[src/rtl/prng_sequencer.sv]
// Seed-loadable Fibonacci LFSR with single-step and free-running modes,
// new-value flagging and period measurement against the loaded seed.
module prng_sequencer #(
  parameter int              WIDTH   = 8,
  parameter logic [WIDTH-1:0] TAPS   = 8'hB8,
  parameter int              DIV_W   = 20
) (
  input  logic             clk,
  input  logic             rst,
  input  logic [WIDTH-1:0] seed,
  input  logic             load,
  input  logic             run,
  input  logic             step,
  input  logic [DIV_W-1:0] div_max,
  output logic [WIDTH-1:0] q,
  output logic             valid,
  output logic             period_done,
  output logic [WIDTH-1:0] period,
  output logic             err_zero,
  output logic [1:0]       state
);

  localparam logic [1:0] S_IDLE = 2'b00;
  localparam logic [1:0] S_LOAD = 2'b01;
  localparam logic [1:0] S_RUN  = 2'b10;
  localparam logic [1:0] S_HOLD = 2'b11;

  logic [WIDTH-1:0] seed_lat;
  logic [WIDTH-1:0] step_cnt;
  logic [DIV_W-1:0] div_cnt;
  logic             fb;
  logic [WIDTH-1:0] q_next;
  logic             adv;

  always_comb begin
    fb     = ^(q & TAPS);
    q_next = {q[WIDTH-2:0], fb};
  end

  // One advance per cycle at most: a HOLD step request or a RUN divider match,
  // both only when load is not pre-empting them.
  always_comb begin
    adv = 1'b0;
    if (!load) begin
      if (state == S_HOLD)
        adv = !run && step;
      else if (state == S_RUN)
        adv = run && (div_cnt == div_max);
    end
  end

  always_ff @(posedge clk or posedge rst) begin
    if (rst) begin
      state       <= S_IDLE;
      q           <= '0;
      seed_lat    <= '0;
      step_cnt    <= '0;
      div_cnt     <= '0;
      valid       <= 1'b0;
      period_done <= 1'b0;
      period      <= '0;
      err_zero    <= 1'b0;
    end else begin
      valid       <= 1'b0;
      period_done <= 1'b0;

      case (state)
        S_IDLE: begin
          if (load) state <= S_LOAD;
        end
        S_LOAD: begin
          if (seed == '0) begin
            q        <= WIDTH'(1);
            seed_lat <= WIDTH'(1);
            err_zero <= 1'b1;
          end else begin
            q        <= seed;
            seed_lat <= seed;
            err_zero <= 1'b0;
          end
          step_cnt <= '0;
          div_cnt  <= '0;
          state    <= S_HOLD;
        end
        S_HOLD: begin
          if (load) begin
            state <= S_LOAD;
          end else if (run) begin
            state   <= S_RUN;
            div_cnt <= '0;
          end
        end
        S_RUN: begin
          if (load) begin
            state <= S_LOAD;
          end else if (!run) begin
            state   <= S_HOLD;
            div_cnt <= '0;
          end else if (div_cnt == div_max) begin
            div_cnt <= '0;
          end else begin
            div_cnt <= div_cnt + DIV_W'(1);
          end
        end
        default: state <= S_IDLE;
      endcase

      if (adv) begin
        q     <= q_next;
        valid <= 1'b1;
        if (q_next == seed_lat) begin
          period      <= step_cnt + WIDTH'(1);
          step_cnt    <= '0;
          period_done <= 1'b1;
        end else begin
          step_cnt <= step_cnt + WIDTH'(1);
        end
      end
    end
  end

endmodule

[config.mk]
export PLATFORM = sky130hd
export DESIGN_NAME = prng_sequencer
export DESIGN_NICKNAME = d
export VERILOG_FILES = /design/src/rtl/prng_sequencer.sv
export SDC_FILE = /design/constraint.sdc
export NUM_CORES = 1
export LEC_CHECK = 0
export BUFFER_PORTS_ARGS = -buffer_cell sky130_fd_sc_hd__buf_4
export CAP_MARGIN = 20
export CELL_PAD_IN_SITES_DETAIL_PLACEMENT = 0
export CELL_PAD_IN_SITES_GLOBAL_PLACEMENT = 1
export CORE_UTILIZATION = 40
export CTS_BUF_LIST = sky130_fd_sc_hd__clkbuf_8
export DETAILED_ROUTE_END_ITERATION = 16
export PLACE_DENSITY_LB_ADDON = 0.25
export SYNTH_ARGS = -nofsm -noshare
export SYNTH_HDL_FRONTEND = slang
export SYNTH_SLANG_ARGS = --single-unit
[constraint.sdc]
create_clock -name clk -period 2.38 [get_ports clk]
set_clock_uncertainty 0.05 [all_clocks]
set_input_delay 0.595 -clock clk [delete_from_list [all_inputs] [get_ports clk]]
set_output_delay 0.595 -clock clk [all_outputs]
set_load 0.01 [all_outputs]
; ---- Word-level counts from Yosys, hierarchy flattened
; Index checks and enable logic that the tools add are counted.
[op_classes]
eq_ne = 11
muxes = 25
n_reduce_logical = 11
add_sub_neg = 2
[op_table]
columns = cell, count
row1 = 20-bit two-way mux, 5
row2 = 20-bit case mux with 3 select lines, 1
row3 = 8-bit two-way mux, 6
row4 = "20-bit by 1-bit adder with 20-bit output, second input constant", 1
row5 = 20-bit == test, 1
row6 = 2-bit two-way mux, 5
row7 = "8-bit by 1-bit adder with 8-bit output, second input constant", 1
row8 = 8-bit == test, 1
row9 = 8-bit logical NOT, 1
row10 = "2-bit inequality test, second input constant", 4
row11 = 2-bit case mux with 4 select lines, 1
row12 = 8-bit parity, 1
row13 = 1-bit two-way mux, 7
row14 = "3-bit inequality test, second input constant", 2
row15 = "2-bit == test, second input constant", 2
row16 = 4-bit AND reduction, 1
row17 = 3-bit AND reduction, 1
row18 = 3-bit nonzero test, 1
row19 = "2-bit by 1-bit == test with 1-bit output, second input constant", 1
row20 = 1-bit logical AND, 2
row21 = 2-bit logical NOT, 1
row22 = 2-bit AND reduction, 1
row23 = 2-bit nonzero test, 1
row24 = 1-bit logical NOT, 1
[word_totals]
reg_bits = 57
output_inout_bits = 21
inputBits = 33

; ---- Logic depth before layout (Yosys ltp)
[depth]
depth_word = 6
mapped_depth = 9
ltp_nobuf = 7

; ---- Least setup slack after synthesis
; No wires, ideal clock.
[synth_timing]
path_kind = input to register
from = input div_max[8]
to = register step_cnt[3]
setup_time_ps = 67
setup_slack_ps = 395
path_buffers = 1
required_time_ps = 2263
arrival_time_ps = 1867
cell_stages = 7
path_cell_list = xnor2_1 -> nand4_1 -> nor3_2 -> nand3_2 -> buf_4 -> a2111oi_0 -> a311o_1
[synth_via]
elab_chain_cells = 6
word_cells_on_any_way = 7
[synth_lines]
columns = element, line
row1 = "start, declared", 14  ; input logic [DIV_W-1:0] div_max,
row2 = 20-bit == test (*), 48  ; adv = run && (div_cnt == div_max);
row3 = 1-bit logical AND (*), 48
row4 = 1-bit two-way mux (*), 47  ; else if (state == S_RUN)
row5 = 1-bit two-way mux (*), 45  ; if (state == S_HOLD)
row6 = 1-bit two-way mux (*), 44  ; if (!load) begin
row7 = 8-bit two-way mux / 2-bit nonzero test (equally long branches), n/a
row8 = "end signal, assigned", 116  ; step_cnt <= step_cnt + WIDTH'(1);
row9 = "end, declared", 29  ; logic [WIDTH-1:0] step_cnt;
; Mark *: on every way between the ends. The rest lies on a longest branch, timed or not.
; A chain may end at the register's enable or synchronous reset.

; ---- Worst setup path in the final report
[layout_timing]
from = register div_cnt[3]
to = register step_cnt[3]
[layout_via]
elab_chain_cells = 6
word_cells_on_any_way = 7
[layout_lines]
columns = element, line
row1 = "start, declared", 30  ; logic [DIV_W-1:0] div_cnt;
row2 = "start signal, assigned", 102  ; div_cnt <= div_cnt + DIV_W'(1);
row3 = 20-bit == test (*), 48
row4 = 1-bit logical AND (*), 48
row5 = 1-bit two-way mux (*), 47
row6 = 1-bit two-way mux (*), 45
row7 = 1-bit two-way mux (*), 44
row8 = 8-bit two-way mux / 2-bit nonzero test (equally long branches), n/a
; Marked as above.

==> summary.txt <==
Run status
  • Status: finished, final reports clean

STA
  • Least-Margin Pin Slew: 0.760 ns
  • Setup-failing EPs final: 0
  • Period utilization: 87.0%
  • Setup TNS: 0 ns
  • Final hold viol count: 0
  • Max-slew headroom: 48.9%
  • RSZ-0062 raised after global routing: false
  • Max Slew Vio Count: 0
  • Final min period: 2.07 ns
  • Max Clock Freq: 483 MHz

Layout
  • Most frequent cells in the layout: buf_4, dfrtp_1, nand2_1
  • # fillers: 683
  • Nets: 415
  • Proportion of layout cells with a drive suffix above 1: 24.4%
  • Most common cell after layout, fill and taps aside: buf_4
  • Area grow syn2layout: 24.1%
  • N_diodes: 0

Floorplanning
  • Full die area: 0.00807 mm^2
  • Initial Util: 41.9%
  • Die width: 89.8 um
  • Core area: 0.00737 mm^2
  • Die Ht: 89.8 um
  • Number of core rows: 31
  • IO Pins: 54

Job
  • Max-Cap Viols: 0

Detailed routing
  • Via density: 5.12
  • DR DRC count: 0
  • Drt total wl: 6940 um
  • Routed WL per cell: 14.3 um
  • DR vias: 2480
  • Drt first pass iters: 5
  • 1st-iter DRT viols: 70
  • Final ANT Viol Nets: 0

Clocking
  • Clk_lat worst skew: 0.34 ns
  • Root buf cell: clkbuf_8
  • CTS HTree Levels: 3
  • Post CTS Setup Buffer Count: 0
  • # resized after CTS: 0
  • TritonCTS Buffers: 9
  • Clock transition at path regs: 0.07 ns
  • CTS tree: built
  • Clock Sinks: 57
  • Hold-fix buffers, CTS: 0
  • Max clock buf depth: 2

Worst setup path
  • Crit path largest cell delay: 0.45 ns
  • Crit start category: register
  • Critical Path Sink Type: register
  • Slowest CP cell: dfrtp_1
  • Worst R2R Start: div_cnt[3]
  • CP delay by family, top: compound AO/OA/AOI/OAI gates
  • WS Path Type: reg2reg
  • Crit path cell chain: xnor2_1 > nand4_1 > nor3_2 > nand3_2 > buf_4 > a2111oi_0 > a311o_1
  • Crit path buffers/inverters: 1
  • Critical Path RT: 2.61 ns
  • Worst Path Max Fanout: 19
  • Worst EP arrival: 2.30 ns
  • Crit path from: div_cnt[3]

Global routing
  • Tot GR Track Use: 18.9%
  • Vias in the first global route: 2455
  • Global route overflow: 0
  • Global-route wire length before repair: 12100 um
  • Largest net degree at the start of global routing: 36
  • Initial antenna violation count: 0

Placement
  • Gp weighted congestion: 0.734
  • HPWL after detailed placement: 5050 um
  • I/O Buffers: 53

Synth
  • Post-synth cell types: 49
  • Post-Synth Simple-Gate Area: 20.1%
  • Main combinational cell family by area after synthesis: simple AND/OR/NAND/NOR gates
  • Post-synthesis compound-gate area fraction: 11.0%
  • Mapped Cells: 321
  • Register bit count reported by yosys: 57
  • Xor and xnor area share after synthesis: 14.2%
  • Syn Nets: 356
  • Post-synthesis instance area: 0.00309 mm^2
  • Register area share after synthesis: 46.2%
  • Adder-Cell Fraction of Synth Area: 0.811%
  • Synthesized area per cell: 9.62 um^2
  • Mux contribution to synthesized area: 3.57%
  • Yosys warning count: 0

Power
  • Total Power: 2.54 mW
  • Peak supply drop: 0.411 mV
  • Leakage: 1.69 nW
  • PwrDens: 663 mW/mm^2

Hold path
  • Worst Hold Class: in2async
-- synthesized netlist by cell type (all sizes together) --
| cell type | count | area [um^2] |
|---|---|---|
| and2 | 4 | 25.0 |
| xor2 | 10 | 87.6 |
| a21oi | 7 | 35.0 |
| mux2i | 2 | 20.0 |
| nand4b | 1 | 8.76 |
| nand2b | 2 | 12.5 |
| o31ai | 1 | 7.51 |
| ha | 2 | 25.0 |
| or3 | 1 | 6.26 |
| a41oi | 1 | 8.76 |
| xnor2 | 40 | 350 |
| a31o | 3 | 26.3 |
| inv | 8 | 30.0 |
| a311o | 2 | 20.0 |
| a221oi | 3 | 32.5 |
| nor3 | 8 | 50.1 |
| a21o | 1 | 7.51 |
| nand2 | 47 | 176 |
| dfrtp | 57 | 1430 |
| nor4 | 1 | 6.26 |
| a21boi | 4 | 33.8 |
| clkbuf | 8 | 32.5 |
| nor2 | 27 | 101 |
| buf | 10 | 62.6 |
| a22o | 1 | 8.76 |
| and3 | 2 | 12.5 |
| o21ai | 4 | 20.0 |
| a32oi | 1 | 8.76 |
| or2 | 3 | 18.8 |
| a32o | 1 | 10.0 |
| a2111oi | 4 | 36.3 |
| nor2b | 2 | 12.5 |
| a31oi | 10 | 62.6 |
| nand3 | 13 | 70.1 |
| a211oi | 3 | 22.5 |
| nand4 | 18 | 113 |
| or3b | 1 | 8.76 |
| mux2 | 8 | 90.1 |
-- metal layers --
metal  vias to the layer above  part of all wire (%)  global-route usage (%)
met2                        48                    43                    27.8
li1                       1241                     -                       -
met5                         -                     0                       0
met1                      1183                    51                    27.0
met4                         0                   1.4                    8.61
met3                         8                   3.8                    3.55
-- worst reg2reg max path: stages, from the launching register on --
cell and delay [ns]:
dfrtp_1 0.45, xnor2_1 0.20, nand4_1 0.13, nor3_2 0.25, nand3_2 0.13, buf_4 0.23
a2111oi_0 0.41, a311o_1 0.16
-- logic make-up after synthesis --
group,count (synthesis)
adder cells (fa/ha/maj),2
flip-flops,57
XOR/XNOR,50
AO/OA/AOI/OAI,46
multiplexers,10
AND/OR/NAND/NOR,130
buffers and inverters,26
-- through the flow --
stage               setup slack (ns)  utilization, %  area (um^2)  cells  hold WS [ns]
floorplan                      0.335               -         3090    321         0.417
global placement              0.0955            49.3         3640    468         0.419
detailed placement            0.0709            49.3         3640    468         0.429
CTS                            0.282            52.0         3830    484         0.263
global route                   0.123            52.0         3830    484         0.301
finish                         0.310            52.0         3830    484         0.244
-- path summary, 6_finish.rpt --
path                               end  slack [ns]  cells after the start
setup / recovery           step_cnt[3]        0.31                      7
hold / removal             div_cnt[10]        0.24                      2
setup reg to reg           step_cnt[3]        0.31                      7
hold reg to reg              period[3]        0.43                      1
max in group asynchronous         q[4]        1.48                      3
min in group clk              state[0]        0.42                      2
-- power by group --
| group | switching [mW] | internal, mW |
|---|---|---|
| Sequential | 0.0951 | 1.05 |
| Combinational | 0.245 | 0.253 |
| Clock | 0.393 | 0.504 |
| Total | 0.733 | 1.81 |
-- layout make-up --
class / count / area (um^2) / area share [%]
Sequential cell: 57 / 1430 / 37.2
Clock buffer: 10 / 138 / 3.59
Timing Repair Buffer: 66 / 520 / 13.6
Inverter: 8 / 30.0 / 0.784
Multi-Input combinational cell: 238 / 1540 / 40.1
Clock inverter: 6 / 57.6 / 1.50
Tap cell: 99 / 124 / 3.23
-- flip-flops by register name, indices dropped and copies added, names as in the netlist --
name / flops
div_cnt: 20
err_zero: 1
period: 8
period_done: 1
q: 8
seed_lat: 8
state: 2
step_cnt: 8
valid: 1
No activity file was read; power rests on OpenSTA's default activity.
